**src/rtl/bsg_hold_time_test_driver.sv**
```systemverilog
// Tester-side driver for the hold-time test chip: writes an LFSR payload to all
// entries of the chip memory, reads them back and checks the returned words.
module bsg_hold_time_test_driver #(
  parameter int width_p        = 34,
  parameter int els_p          = 64,
  parameter int read_latency_p = 3
) (
  input  logic               clk_i,
  input  logic               reset_n_i,
  input  logic               start_i,
  input  logic [19:0]        seed_i,
  output logic [width_p-1:0] data_o,
  input  logic [width_p-1:0] data_i,
  output logic               busy_o,
  output logic               done_o,
  output logic               pass_o,
  output logic [15:0]        err_cnt_o,
  output logic [5:0]         first_err_addr_o
);

  localparam int          addr_w_lp   = 6;
  localparam int          head_lp     = read_latency_p - 1;
  localparam logic [5:0]  last_cnt_lp = addr_w_lp'(els_p - 1);

  typedef enum logic [2:0] {IDLE, WRITE, READ, DRAIN, DONE} state_e;

  function automatic logic [19:0] lfsr_step(input logic [19:0] l);
    return {l[18:0], l[19] ^ l[16]};
  endfunction

  function automatic logic [width_p-1:0] write_word(input logic [19:0] l,
                                                    input logic [5:0] a);
    return {l, 6'b0, 1'b0, a, 1'b1};
  endfunction

  function automatic logic [width_p-1:0] read_word(input logic [5:0] a);
    return {20'b0, a, 1'b1, 6'b0, 1'b0};
  endfunction

  state_e               state_q, state_d;
  logic [5:0]           cnt_q, cnt_d;
  logic [19:0]          lfsr_q, lfsr_d;
  logic [19:0]          seed_q, seed_d;
  logic [15:0]          err_cnt_q, err_cnt_d;
  logic [5:0]           first_q, first_d;
  logic [width_p-1:0]   data_q, data_d;
  logic                 busy_q, done_q, pass_q;

  // Expected-response pipe: stage 0 is pushed at the end of each READ cycle,
  // the head lines up with the chip's returned word.
  logic [read_latency_p-1:0] pipe_v_q;
  logic [5:0]                pipe_addr_q [read_latency_p];
  logic [width_p-1:0]        pipe_exp_q  [read_latency_p];

  logic                 push_v;
  logic                 head_mismatch;
  logic [19:0]          seed_fix;

  assign seed_fix      = (seed_i == 20'd0) ? 20'd1 : seed_i;
  assign push_v        = (state_q == READ);
  assign head_mismatch = pipe_v_q[head_lp] && (data_i != pipe_exp_q[head_lp]);

  // NOTE: every always_comb output gets a default first so no path infers a latch.
  always_comb begin
    state_d   = state_q;
    cnt_d     = cnt_q;
    lfsr_d    = lfsr_q;
    seed_d    = seed_q;
    err_cnt_d = err_cnt_q;
    first_d   = first_q;

    if (head_mismatch) begin
      if (err_cnt_q != 16'hFFFF) err_cnt_d = err_cnt_q + 16'd1;
      if (err_cnt_q == 16'd0)    first_d   = pipe_addr_q[head_lp];
    end

    case (state_q)
      IDLE, DONE: begin
        if (start_i) begin
          state_d   = WRITE;
          cnt_d     = '0;
          lfsr_d    = seed_fix;
          seed_d    = seed_fix;
          err_cnt_d = '0;
          first_d   = '0;
        end
      end
      WRITE: begin
        cnt_d  = cnt_q + 6'd1;
        lfsr_d = lfsr_step(lfsr_q);
        if (cnt_q == last_cnt_lp) begin
          state_d = READ;
          cnt_d   = '0;
          lfsr_d  = seed_q;
        end
      end
      READ: begin
        cnt_d  = cnt_q + 6'd1;
        lfsr_d = lfsr_step(lfsr_q);
        if (cnt_q == last_cnt_lp) begin
          state_d = DRAIN;
          cnt_d   = '0;
        end
      end
      DRAIN: begin
        if (pipe_v_q == '0) state_d = DONE;
      end
      default: state_d = IDLE;
    endcase

    // data_o is registered, so it is built from the state of the coming cycle.
    case (state_d)
      WRITE:   data_d = write_word(lfsr_d, cnt_d);
      READ:    data_d = read_word(cnt_d);
      default: data_d = '0;
    endcase
  end

  // NOTE: sequential state uses non-blocking assignments only, so every flop
  // samples pre-edge values regardless of statement order.
  always_ff @(posedge clk_i or negedge reset_n_i) begin
    if (!reset_n_i) begin
      state_q   <= IDLE;
      cnt_q     <= '0;
      lfsr_q    <= '0;
      seed_q    <= '0;
      err_cnt_q <= '0;
      first_q   <= '0;
      data_q    <= '0;
      busy_q    <= 1'b0;
      done_q    <= 1'b0;
      pass_q    <= 1'b0;
      pipe_v_q  <= '0;
      // NOTE: the pipe payload is reset too, so an aborted pass leaves no
      // stale expectation that could be compared after the next start.
      for (int i = 0; i < read_latency_p; i++) begin
        pipe_addr_q[i] <= '0;
        pipe_exp_q[i]  <= '0;
      end
    end else begin
      state_q   <= state_d;
      cnt_q     <= cnt_d;
      lfsr_q    <= lfsr_d;
      seed_q    <= seed_d;
      err_cnt_q <= err_cnt_d;
      first_q   <= first_d;
      data_q    <= data_d;
      busy_q    <= (state_d == WRITE) || (state_d == READ) || (state_d == DRAIN);
      done_q    <= (state_d == DONE);
      pass_q    <= (state_d == DONE) && (err_cnt_d == 16'd0);

      for (int i = read_latency_p - 1; i > 0; i--) begin
        pipe_v_q[i]    <= pipe_v_q[i-1];
        pipe_addr_q[i] <= pipe_addr_q[i-1];
        pipe_exp_q[i]  <= pipe_exp_q[i-1];
      end
      pipe_v_q[0]    <= push_v;
      pipe_addr_q[0] <= cnt_q;
      pipe_exp_q[0]  <= write_word(lfsr_q, cnt_q);
    end
  end

  assign data_o           = data_q;
  assign busy_o           = busy_q;
  assign done_o           = done_q;
  assign pass_o           = pass_q;
  assign err_cnt_o        = err_cnt_q;
  assign first_err_addr_o = first_q;

endmodule
```
**config.mk**
```make
export PLATFORM = sky130hd
export DESIGN_NAME = bsg_hold_time_test_driver
export DESIGN_NICKNAME = d
export VERILOG_FILES = /design/src/rtl/bsg_hold_time_test_driver.sv
export SDC_FILE = /design/constraint.sdc
export NUM_CORES = 1
export LEC_CHECK = 0
export CAP_MARGIN = 20
export CORE_MARGIN = 4
export CORE_UTILIZATION = 46
export DETAILED_ROUTE_END_ITERATION = 12
export GPL_TIMING_DRIVEN = 0
export PLACE_DENSITY = 0.78
export SYNTH_ARGS = -nofsm -noshare
export SYNTH_HDL_FRONTEND = slang
export SYNTH_SLANG_ARGS = --single-unit
```
**constraint.sdc**
```tcl
create_clock -name clk_i -period 2.91 [get_ports clk_i]
set_input_delay 0.291 -clock clk_i [delete_from_list [all_inputs] [get_ports clk_i]]
set_output_delay 0.291 -clock clk_i [all_outputs]
set_load 0.05 [all_outputs]
```
==> flow_metrics.env, run 1 <==
export IMPL_synthTopCellsByArea="dfrtp_1 68%, nand2_1 5.5%, xnor2_1 3.8%, and2_1 2.2%, nand3_1 2.1%"
export IMPL_async_flop_share_pct=100
export IMPL_die_h_microns=132
export IMPL_crit_required_ns=3.25
export IMPL_power_leakage_nw=4.22
export IMPL_io_pins=116
export IMPL_die_w_microns=132
export IMPL_rows=45
export IMPL_setup_tns_ns=0
export IMPL_ys_ff_latch=192
export IMPL_setup_viol=0
export IMPL_clockBufferDepth=2
export IMPL_critPathArrivalTime_ns=3.17
export IMPL_num_vias=5034
export IMPL_drive_above_1_share_pct=8.65
export IMPL_wl_microns=17000
export IMPL_netlist_area_sq_um=7060
export IMPL_grt_first_pass_wirelength_microns=27400
export IMPL_endpoint_kind="register"
export IMPL_multi_input_area_sq_um=2180
export IMPL_synth_top_area_share_pct=68.0
export IMPL_ant_nets=0
export IMPL_clkTransAtPathRegs_ns=0.07
export IMPL_synth_edff_count=0
export IMPL_power_per_cell_area_nw_per_um2=1040
export IMPL_report_final_hold_viol_count=0
export IMPL_ys_warnings_count=0
export IMPL_post_place_ws_ns=-0.477
export IMPL_gp_congestion=0.890
export IMPL_syn_nets=648
export IMPL_drc=0
export IMPL_rsz0062_at_grt="true"
export IMPL_rr_startpoint="err_cnt_o[5]"
export IMPL_hp_class="reg -> reg"
export IMPL_grt_max_degree=127
export IMPL_h_tree_depth=4
export IMPL_timing_final_crit_share_pct=97.4
export IMPL_seq_area_sq_um=4810
export IMPL_r2r_end="pass_o"
export IMPL_hold_start="pipe_exp_q[83]"
export IMPL_root_buffer="clkbuf_16"
export IMPL_start_util_pct=46.6
export IMPL_clock_skew_ns=0.0115
export IMPL_core_area_sq_um=15100
export IMPL_vias_per_cell=5.42
export IMPL_status="finished clean"
export IMPL_fillers=1170
export IMPL_yosys_area_top_type="dfrtp_1"
export IMPL_cts_made_buffers=17
export IMPL_die_area_sq_um=17400
export IMPL_fin_ws_ns=0.0770
export IMPL_ys_seq_area_share_pct=68.0
export IMPL_busiest_layer="met2"
export IMPL_use_met1_pct=27.3
export IMPL_worstHoldPathCells=0
export IMPL_final_nets=787
export IMPL_first_global_vias=5168
export IMPL_cts_tree="built"
export IMPL_whs_endpoint="pipe_exp_q[49]"
export IMPL_wl_per_cell_microns=18.3
export IMPL_max_clock_freq_mhz=353
export IMPL_r2r_setup_slack_ns=0.08
export IMPL_drtPass1Iterations=5
export IMPL_clk_latency_ns=0.44
export IMPL_grtUsageTotal_pct=20.0
export IMPL_clkSinkCount=192
export IMPL_worstMarginPinSlew_ns=0.636
export IMPL_grt_util_met3_pct=5.57
export IMPL_cap_violations=0
export IMPL_syn_area_per_cell_sq_um=12.0
export IMPL_crit_type="reg -> reg"
export IMPL_r2r_worst_path_cells=8
export IMPL_cp_max_fo=10
export IMPL_dpl_hpwl_microns=11800
export IMPL_drtIter0Drc=555
export IMPL_critPathLaunchType="register"
export IMPL_fin_crit_ns=2.83
export IMPL_ys_flop_type="dfrtp_1"
export IMPL_fin_util_pct=60.7
export IMPL_peakVddDrop_uv=577
export IMPL_synth_cell_type_count=53
export IMPL_antenna_cells=0
export IMPL_antenna_found_initial=0
export IMPL_netlist_instances=588
export IMPL_use_met2_pct=30.8
export IMPL_slew_headroom_pct=57.6
export IMPL_port_buffers=115
export IMPL_maxSlewViolCount=0
export IMPL_grt_ovfl_total=0
export IMPL_area_growth_pct=30.1
## critical path: stages (launching register included)
cell and delay, ns:
dfrtp_1 0.47, nand4_2 0.22, or3_4 0.45, or3_4 0.40, buf_2 0.20, nor3b_1 0.17, a31o_2 0.25, a211o_1 0.31
nor4_2 0.27
## synthesized netlist by cell type, drive strengths merged, types with 3 or more instances
master / count
xor2: 6
dfrtp: 192
a21oi: 9
nor3: 6
nand4: 12
xnor2: 31
a31o: 4
nor2b: 3
ha: 3
and2: 25
nor2: 38
clkbuf: 16
nand2: 104
nand3: 30
mux2i: 8
nor4: 13
a22oi: 19
buf: 6
inv: 10
o21ai: 11
and3: 10
## worst max path at each step
stage / slack [ns] / to / start
5_1_grt: -0.001 / data_o[22] / cnt_q[0]
6_report: 0.08 / pass_o / err_cnt_o[5]
2_1_floorplan: 0.02 / pass_o / err_cnt_o[4]
3_3_place_gp: -6.39 / err_cnt_o[1] / reset_n_i
3_5_place_dp: -0.48 / pass_o / data_i[23]
4_1_cts: 0.04 / data_o[32] / cnt_q[0]
## logic make-up (layout without fill, tap and decap cells)
kind of cell | count (synthesis) | count (layout) | synth area share (%)
buffers and inverters | 32 | 184 | 1.90
other | 1 | 1 | 0.0531
xor gates and xnor gates | 37 | 37 | 4.59
adders and majority gates | 3 | 3 | 0.532
and+or+nand+nor | 253 | 253 | 17.4
AOI/OAI and AO/OA | 61 | 61 | 6.18
DFF | 192 | 192 | 68.0
muxes | 9 | 9 | 1.29
## power breakdown
| part | internal, W | switching [W] |
|---|---|---|
| sequential | 0.00373 | 0.000592 |
| clock | 0.00125 | 0.00115 |
| combinational | 0.00104 | 0.00179 |
| total | 0.00602 | 0.00353 |
## cell usage in the layout (no fill, tap or decap), drive strengths merged, types with 3 or more instances in the layout
cell / netlist / layout
a22oi: 19 / 19
xnor2: 31 / 31
a21oi: 9 / 9
nand2: 104 / 104
inv: 10 / 20
nor4: 13 / 13
and3: 10 / 10
nor3: 6 / 6
a31o: 4 / 4
clkinv: 0 / 3
ha: 3 / 3
mux2i: 8 / 8
clkbuf: 16 / 33
nand4: 12 / 12
nor2: 38 / 38
xor2: 6 / 6
nand3: 30 / 30
clkdlybuf4s50: 0 / 114
nor2b: 3 / 3
buf: 6 / 11
dfrtp: 192 / 192
and2: 25 / 25
o21ai: 11 / 11
## sequential cells by signal, summed over array words and instances (netlist names)
| signal | count |
|---|---|
| state_q | 3 |
| cnt_q | 6 |
| busy_o | 1 |
| lfsr_q | 20 |
| done_o | 1 |
| first_err_addr_o | 6 |
| pipe_v_q | 3 |
| pipe_exp_q | 66 |
| pass_o | 1 |
| err_cnt_o | 16 |
| seed_q | 20 |
| data_o | 34 |
| pipe_addr_q | 15 |
## timing repair
action / 4_1_cts / 5_1_grt
hold buffers: 1 / 0
pin swaps: 0 / 0
setup endpoints to repair: 1 / 12
gates resized for setup: 2 / 10
buffers inserted: 0 / 3
endpoints found under the hold margin: 66 / 0
## final cells by class
| cell class | instances | area share [%] |
|---|---|---|
| clock buffer | 17 | 4.63 |
| tap | 188 | 2.56 |
| multi-input combinational | 364 | 23.7 |
| buffer | 22 | 1.06 |
| timing repair buffer | 120 | 13.2 |
| inverter | 10 | 0.409 |
| clock inverter | 15 | 2.06 |
| sequential | 192 | 52.3 |
## routing by layer
| metal | part of all wire [%] | wire [microns] | vias to the layer above |
|---|---|---|---|
| met5 | 0 | 0 | - |
| met4 | 2.5 | 426 | 0 |
| met3 | 7.0 | 1190 | 38 |
| met2 | 47 | 8020 | 226 |
| met1 | 43 | 7320 | 2491 |
| li1 | - | - | 2279 |
## metrics by stage
step	area, sq um	power, W	hold slack [ns]	std cells
after floorplan	7070	0.00598	-0.00459	588
after global routing	9190	0.0100	0.358	928
after detailed placement	8490	0.00714	0.274	892
after global placement	8450	0.00701	0.332	891
after CTS	9120	0.00959	0.352	925
final	9190	0.00954	0.343	928
Power figures use the tool's default switching activity.
==> run 2: changes to the inputs <==
--- a/config.mk
+++ b/config.mk
@@ -6,11 +6,11 @@
 export NUM_CORES = 1
 export LEC_CHECK = 0
 export CAP_MARGIN = 20
-export CORE_MARGIN = 4
 export CORE_UTILIZATION = 46
 export DETAILED_ROUTE_END_ITERATION = 12
 export GPL_TIMING_DRIVEN = 0
 export PLACE_DENSITY = 0.78
+export REMOVE_ABC_BUFFERS = 1
 export SYNTH_ARGS = -nofsm -noshare
 export SYNTH_HDL_FRONTEND = slang
 export SYNTH_SLANG_ARGS = --single-unit
==> flow_metrics.env, run 2 (synthesized netlist as in run 1, its figures left out) <==
export IMPL_drive_above_1_share_pct=10.3
export IMPL_layout_commonest_cell="dfrtp_1"
export IMPL_max_stage_delay_ns=0.52
export IMPL_die_h_microns=126
export IMPL_cp_max_fo=12
export IMPL_fin_crit_ns=2.82
export IMPL_clkSinkCount=192
export IMPL_clkTransAtPathRegs_ns=0.07
export IMPL_first_global_vias=4968
export IMPL_wl_microns=16000
export IMPL_power_per_cell_area_nw_per_um2=1030
export IMPL_grt_max_degree=120
export IMPL_critPathLaunchType="register"
export IMPL_endpoint_kind="register"
export IMPL_max_flop_register="pipe_exp_q"
export IMPL_path_cells="ha_2, nand2_2, or3_4, or3_4, and4_4, a31o_1, or4_4, nor4_2"
export IMPL_peakVddDrop_uv=664
export IMPL_placed_cells=870
export IMPL_fin_util_pct=62.4
export IMPL_core_area_sq_um=14800
export IMPL_largest_reg_flops=66
export IMPL_area_growth_pct=30.4
export IMPL_clockBufferDepth=2
export IMPL_cts_made_buffers=17
export IMPL_clock_skew_ns=0.00946
export IMPL_port_buffers=115
export IMPL_crit_top_cell="or3_4"
export IMPL_io_pins=116
export IMPL_slowest_stage="or4_4"
export IMPL_hp_class="reg -> reg"
export IMPL_start_util_pct=47.9
export IMPL_worstMarginPinSlew_ns=0.896
export IMPL_critPathArrivalTime_ns=3.16
export IMPL_h_tree_depth=4
export IMPL_maxSlewViolCount=0
export IMPL_clk_latency_ns=0.43
export IMPL_slew_headroom_pct=40.3
export IMPL_drtIter0Drc=510
export IMPL_num_vias=4962
export IMPL_timing_final_crit_share_pct=97.0
export IMPL_layout_common_cells="187 x dfrtp_1, 114 x clkdlybuf4s50_1, 102 x nand2_1, 36 x nor2_1, 31 x xnor2_1"
export IMPL_wl_per_cell_microns=17.5
export IMPL_grtUsageTotal_pct=21.8
export IMPL_drc=0
export IMPL_final_nets=777
export IMPL_grt_ovfl_total=0
export IMPL_die_w_microns=126
export IMPL_rows=44
export IMPL_status="finished clean"
export IMPL_root_buffer="clkbuf_16"
export IMPL_stdcell_count=914
export IMPL_grt_first_pass_wirelength_microns=26300
export IMPL_gp_congestion=0.890
export IMPL_antenna_cells=0
export IMPL_power_leakage_nw=4.20
export IMPL_vias_per_cell=5.43
export IMPL_setup_viol=0
export IMPL_drtPass1Iterations=5
export IMPL_ant_nets=0
export IMPL_crit_type="reg -> reg"
export IMPL_die_area_sq_um=15900
export IMPL_report_final_hold_viol_count=0
export IMPL_dpl_hpwl_microns=10400
export IMPL_cts_tree="built"
export IMPL_max_clock_freq_mhz=354
export IMPL_antenna_found_initial=0
export IMPL_whs_ns=0.344
export IMPL_cap_violations=0
export IMPL_crit_required_ns=3.24
==> run 2: changes by cell type in the layout (fill, tap and decap cells not counted), moves of 3 or more <==
| cell | change |
|---|---|
| clkinv_8 | -3 |
| inv_8 | -6 |
| clkbuf_8 | +3 |
| clkbuf_1 | -14 |
| buf_4 | +7 |
==> run 2: worst max-delay path, delay by kind of cell, from the launching register on <==
| family | cells | cell delay [ns] |
|---|---|---|
| flip-flops | 1 | 0.38 |
| adder cells (fa/ha/maj) | 1 | 0.21 |
| AND/OR/NAND/NOR | 6 | 1.91 |
| AO/OA/AOI/OAI | 1 | 0.21 |
==> run 2: through the flow <==
step	total power (W)	area, sq um	setup slack (ns)	setup TNS [ns]
finish	0.00946	9210	0.0861	0
global route	0.00998	9210	-0.00432	-0.00432
CTS	0.00956	9170	0.0404	0
detailed placement	0.00705	8460	-0.566	-0.984
global placement	0.00689	8350	-5.89	-1170.53
floorplan	0.00595	6970	-0.188	-0.188
==> run 2: metal layers <==
metal / routed length, microns / track usage, %
met5: 0 / 0
met4: 323 / 8.50
met3: 933 / 4.76
met2: 7560 / 33.9
met1: 7200 / 30.1
==> run 2: cell type report <==
| class | count | area (sq um) |
|---|---|---|
| Tap cell | 184 | 230 |
| Clock inverter | 11 | 153 |
| Multi-Input combinational cell | 364 | 2160 |
| Timing Repair Buffer | 132 | 1350 |
| Inverter | 10 | 37.5 |
| Sequential cell | 192 | 4810 |
| Clock buffer | 21 | 470 |
| Fill cell | 1106 | 5540 |
==> run 2: worst paths after layout <==
kind | startpoint | end | slack [ns] | cells after the start
setup / recovery | err_cnt_o[1] | pass_o | 0.09 | 8
hold / removal | pipe_addr_q[7] | pipe_addr_q[1] | 0.34 | 0
setup reg to reg | err_cnt_o[1] | pass_o | 0.09 | 8
hold reg to reg | pipe_addr_q[7] | pipe_addr_q[1] | 0.34 | 0
max in group asynchronous | reset_n_i | err_cnt_o[0] | 1.50 | 3
min in group asynchronous | reset_n_i | first_err_addr_o[0] | 0.43 | 2
==> run 2: report_power, final <==
group	leakage, nW	switching, W	internal (W)
clock	0.296	0.000976	0.00143
sequential	2.38	0.000526	0.00373
combinational	1.53	0.00173	0.00107
total	4.20	0.00323	0.00623
==> run 2: what timing repair did <==
item | in CTS | in global routing
setup buffers | 8 | 3
setup endpoints to repair | 1 | 1
pin swaps | 1 | 1
gates resized for setup | 4 | 8
hold buffers | 1 | 0
endpoints found under the hold margin | 73 | 0
==> run 3: changes to the inputs <==
--- a/config.mk
+++ b/config.mk
@@ -8,6 +8,7 @@
 export CAP_MARGIN = 20
 export CORE_UTILIZATION = 46
 export DETAILED_ROUTE_END_ITERATION = 12
+export GPL_ROUTABILITY_DRIVEN = 0
 export GPL_TIMING_DRIVEN = 0
 export PLACE_DENSITY = 0.78
 export REMOVE_ABC_BUFFERS = 1
==> flow_metrics.env, run 3 (synthesized netlist as in run 1, its figures left out) <==
export IMPL_first_global_vias=5100
export IMPL_clk_latency_ns=0.42
export IMPL_ant_nets=0
export IMPL_dpl_hpwl_microns=10300
export IMPL_root_buffer="clkbuf_16"
export IMPL_wl_microns=15400
export IMPL_layout_common_cells="189 x dfrtp_1, 114 x clkdlybuf4s50_1, 102 x nand2_1, 37 x nor2_1, 31 x xnor2_1"
export IMPL_port_buffers=115
export IMPL_grt_ovfl_total=0
export IMPL_critPathArrivalTime_ns=3.15
export IMPL_cap_violations=0
export IMPL_critPathLaunchType="register"
export IMPL_endpoint_kind="register"
export IMPL_rsz0062_at_grt="false"
export IMPL_layout_commonest_cell="dfrtp_1"
export IMPL_multi_input_area_sq_um=2180
export IMPL_core_area_sq_um=14800
export IMPL_grt_first_pass_wirelength_microns=25500
export IMPL_drc=0
export IMPL_io_pins=116
export IMPL_setup_viol=0
export IMPL_grt_max_degree=131
export IMPL_power_leakage_nw=4.15
export IMPL_die_area_sq_um=15900
export IMPL_peakVddDrop_uv=682
export IMPL_placed_cells=869
export IMPL_hp_class="reg -> reg"
export IMPL_drtIter0Drc=534
export IMPL_num_vias=4977
export IMPL_fillers=1118
export IMPL_vias_per_cell=5.51
export IMPL_die_w_microns=126
export IMPL_largest_reg_flops=66
export IMPL_seq_area_sq_um=4810
export IMPL_drive_above_1_share_pct=8.47
export IMPL_rows=44
export IMPL_crit_required_ns=3.24
export IMPL_cts_made_buffers=17
export IMPL_drtPass1Iterations=5
export IMPL_clockBufferDepth=2
export IMPL_cp_max_fo=12
export IMPL_start_util_pct=47.9
export IMPL_report_final_hold_viol_count=0
export IMPL_power_per_cell_area_nw_per_um2=1010
export IMPL_status="finished clean"
export IMPL_clock_skew_ns=0.00585
export IMPL_antenna_found_initial=0
export IMPL_fin_crit_ns=2.82
export IMPL_totalPowerFinal_w=0.00909
export IMPL_grtUsageTotal_pct=20.7
export IMPL_h_tree_depth=4
export IMPL_crit_type="reg -> reg"
export IMPL_final_nets=767
export IMPL_max_clock_freq_mhz=354
export IMPL_stdcell_count=904
export IMPL_slew_headroom_pct=31.8
export IMPL_clkSinkCount=192
export IMPL_clkTransAtPathRegs_ns=0.07
export IMPL_wl_per_cell_microns=17.0
export IMPL_maxSlewViolCount=0
export IMPL_cts_tree="built"
export IMPL_worstMarginPinSlew_ns=1.02
export IMPL_max_flop_register="pipe_exp_q"
export IMPL_antenna_cells=0
export IMPL_die_h_microns=126
export IMPL_whs_ns=0.344
export IMPL_timing_final_crit_share_pct=97.1
export IMPL_area_growth_pct=28.0
run 3: area by class of cell:
cell class / instances / share of cell area, %
repair buffers: 122 / 13.8
well taps: 184 / 2.55
clock inverters: 13 / 0.996
flip-flops and latches: 192 / 53.2
clock buffers: 19 / 4.90
inverters: 10 / 0.415
multi-input cells: 364 / 24.1
run 3: timing repair:
item	in CTS	in global routing
setup buffers	2	0
hold buffers	1	0
setup endpoints to repair	1	1
endpoints found under the hold margin	62	0
resized for setup	5	6
pin swaps	1	2
run 3: path summary, 6_finish.rpt:
path	start	end	slack, ns	cells after the start
worst max-delay path	err_cnt_o[0]	pass_o	0.09	8
max in group asynchronous	reset_n_i	err_cnt_o[0]	1.48	3
worst min-delay path	pipe_exp_q[66]	pipe_exp_q[32]	0.34	0
worst max register to register	err_cnt_o[0]	pass_o	0.09	8
worst min register to register	pipe_exp_q[66]	pipe_exp_q[32]	0.34	0
min in group asynchronous	reset_n_i	pipe_exp_q[34]	0.40	2
run 3: power breakdown:
part           total [W]  internal [W]  switching, W  leakage, nW
Combinational    0.00277       0.00104       0.00173         1.52
Clock            0.00208       0.00111      0.000968        0.255
Sequential       0.00424       0.00373      0.000503         2.38
Total            0.00909       0.00589       0.00320         4.15
run 3: stage by stage:
stage                     util (%)   TNS, ns  setup WS, ns  cell area [sq um]
final                         61.3         0        0.0856               9040
after global routing          61.3         0       0.00314               9040
after CTS                     61.1         0       0.00360               9010
after detailed placement      57.2    -0.527        -0.474               8430
after global placement        56.6  -1155.04         -5.81               8350
after floorplan                  -    -0.188        -0.188               6970
run 3: metal layers:
layer | global-route usage (%) | wire length (microns) | vias to the layer above
met1 | 29.1 | 6690 | 2446
met3 | 3.99 | 1140 | 30
met4 | 7.16 | 263 | 0
met2 | 32.6 | 7260 | 259
met5 | 0 | 0 | -
li1 | - | - | 2242
run 3: critical path, cell delays in order (launching register included):
cell and delay (ns):
dfrtp_2 0.37, ha_1 0.22, nand2_2 0.12, or3_4 0.41, or3_4 0.42, and4_4 0.22, a31o_1 0.23, or4_4 0.53
nor4_2 0.22
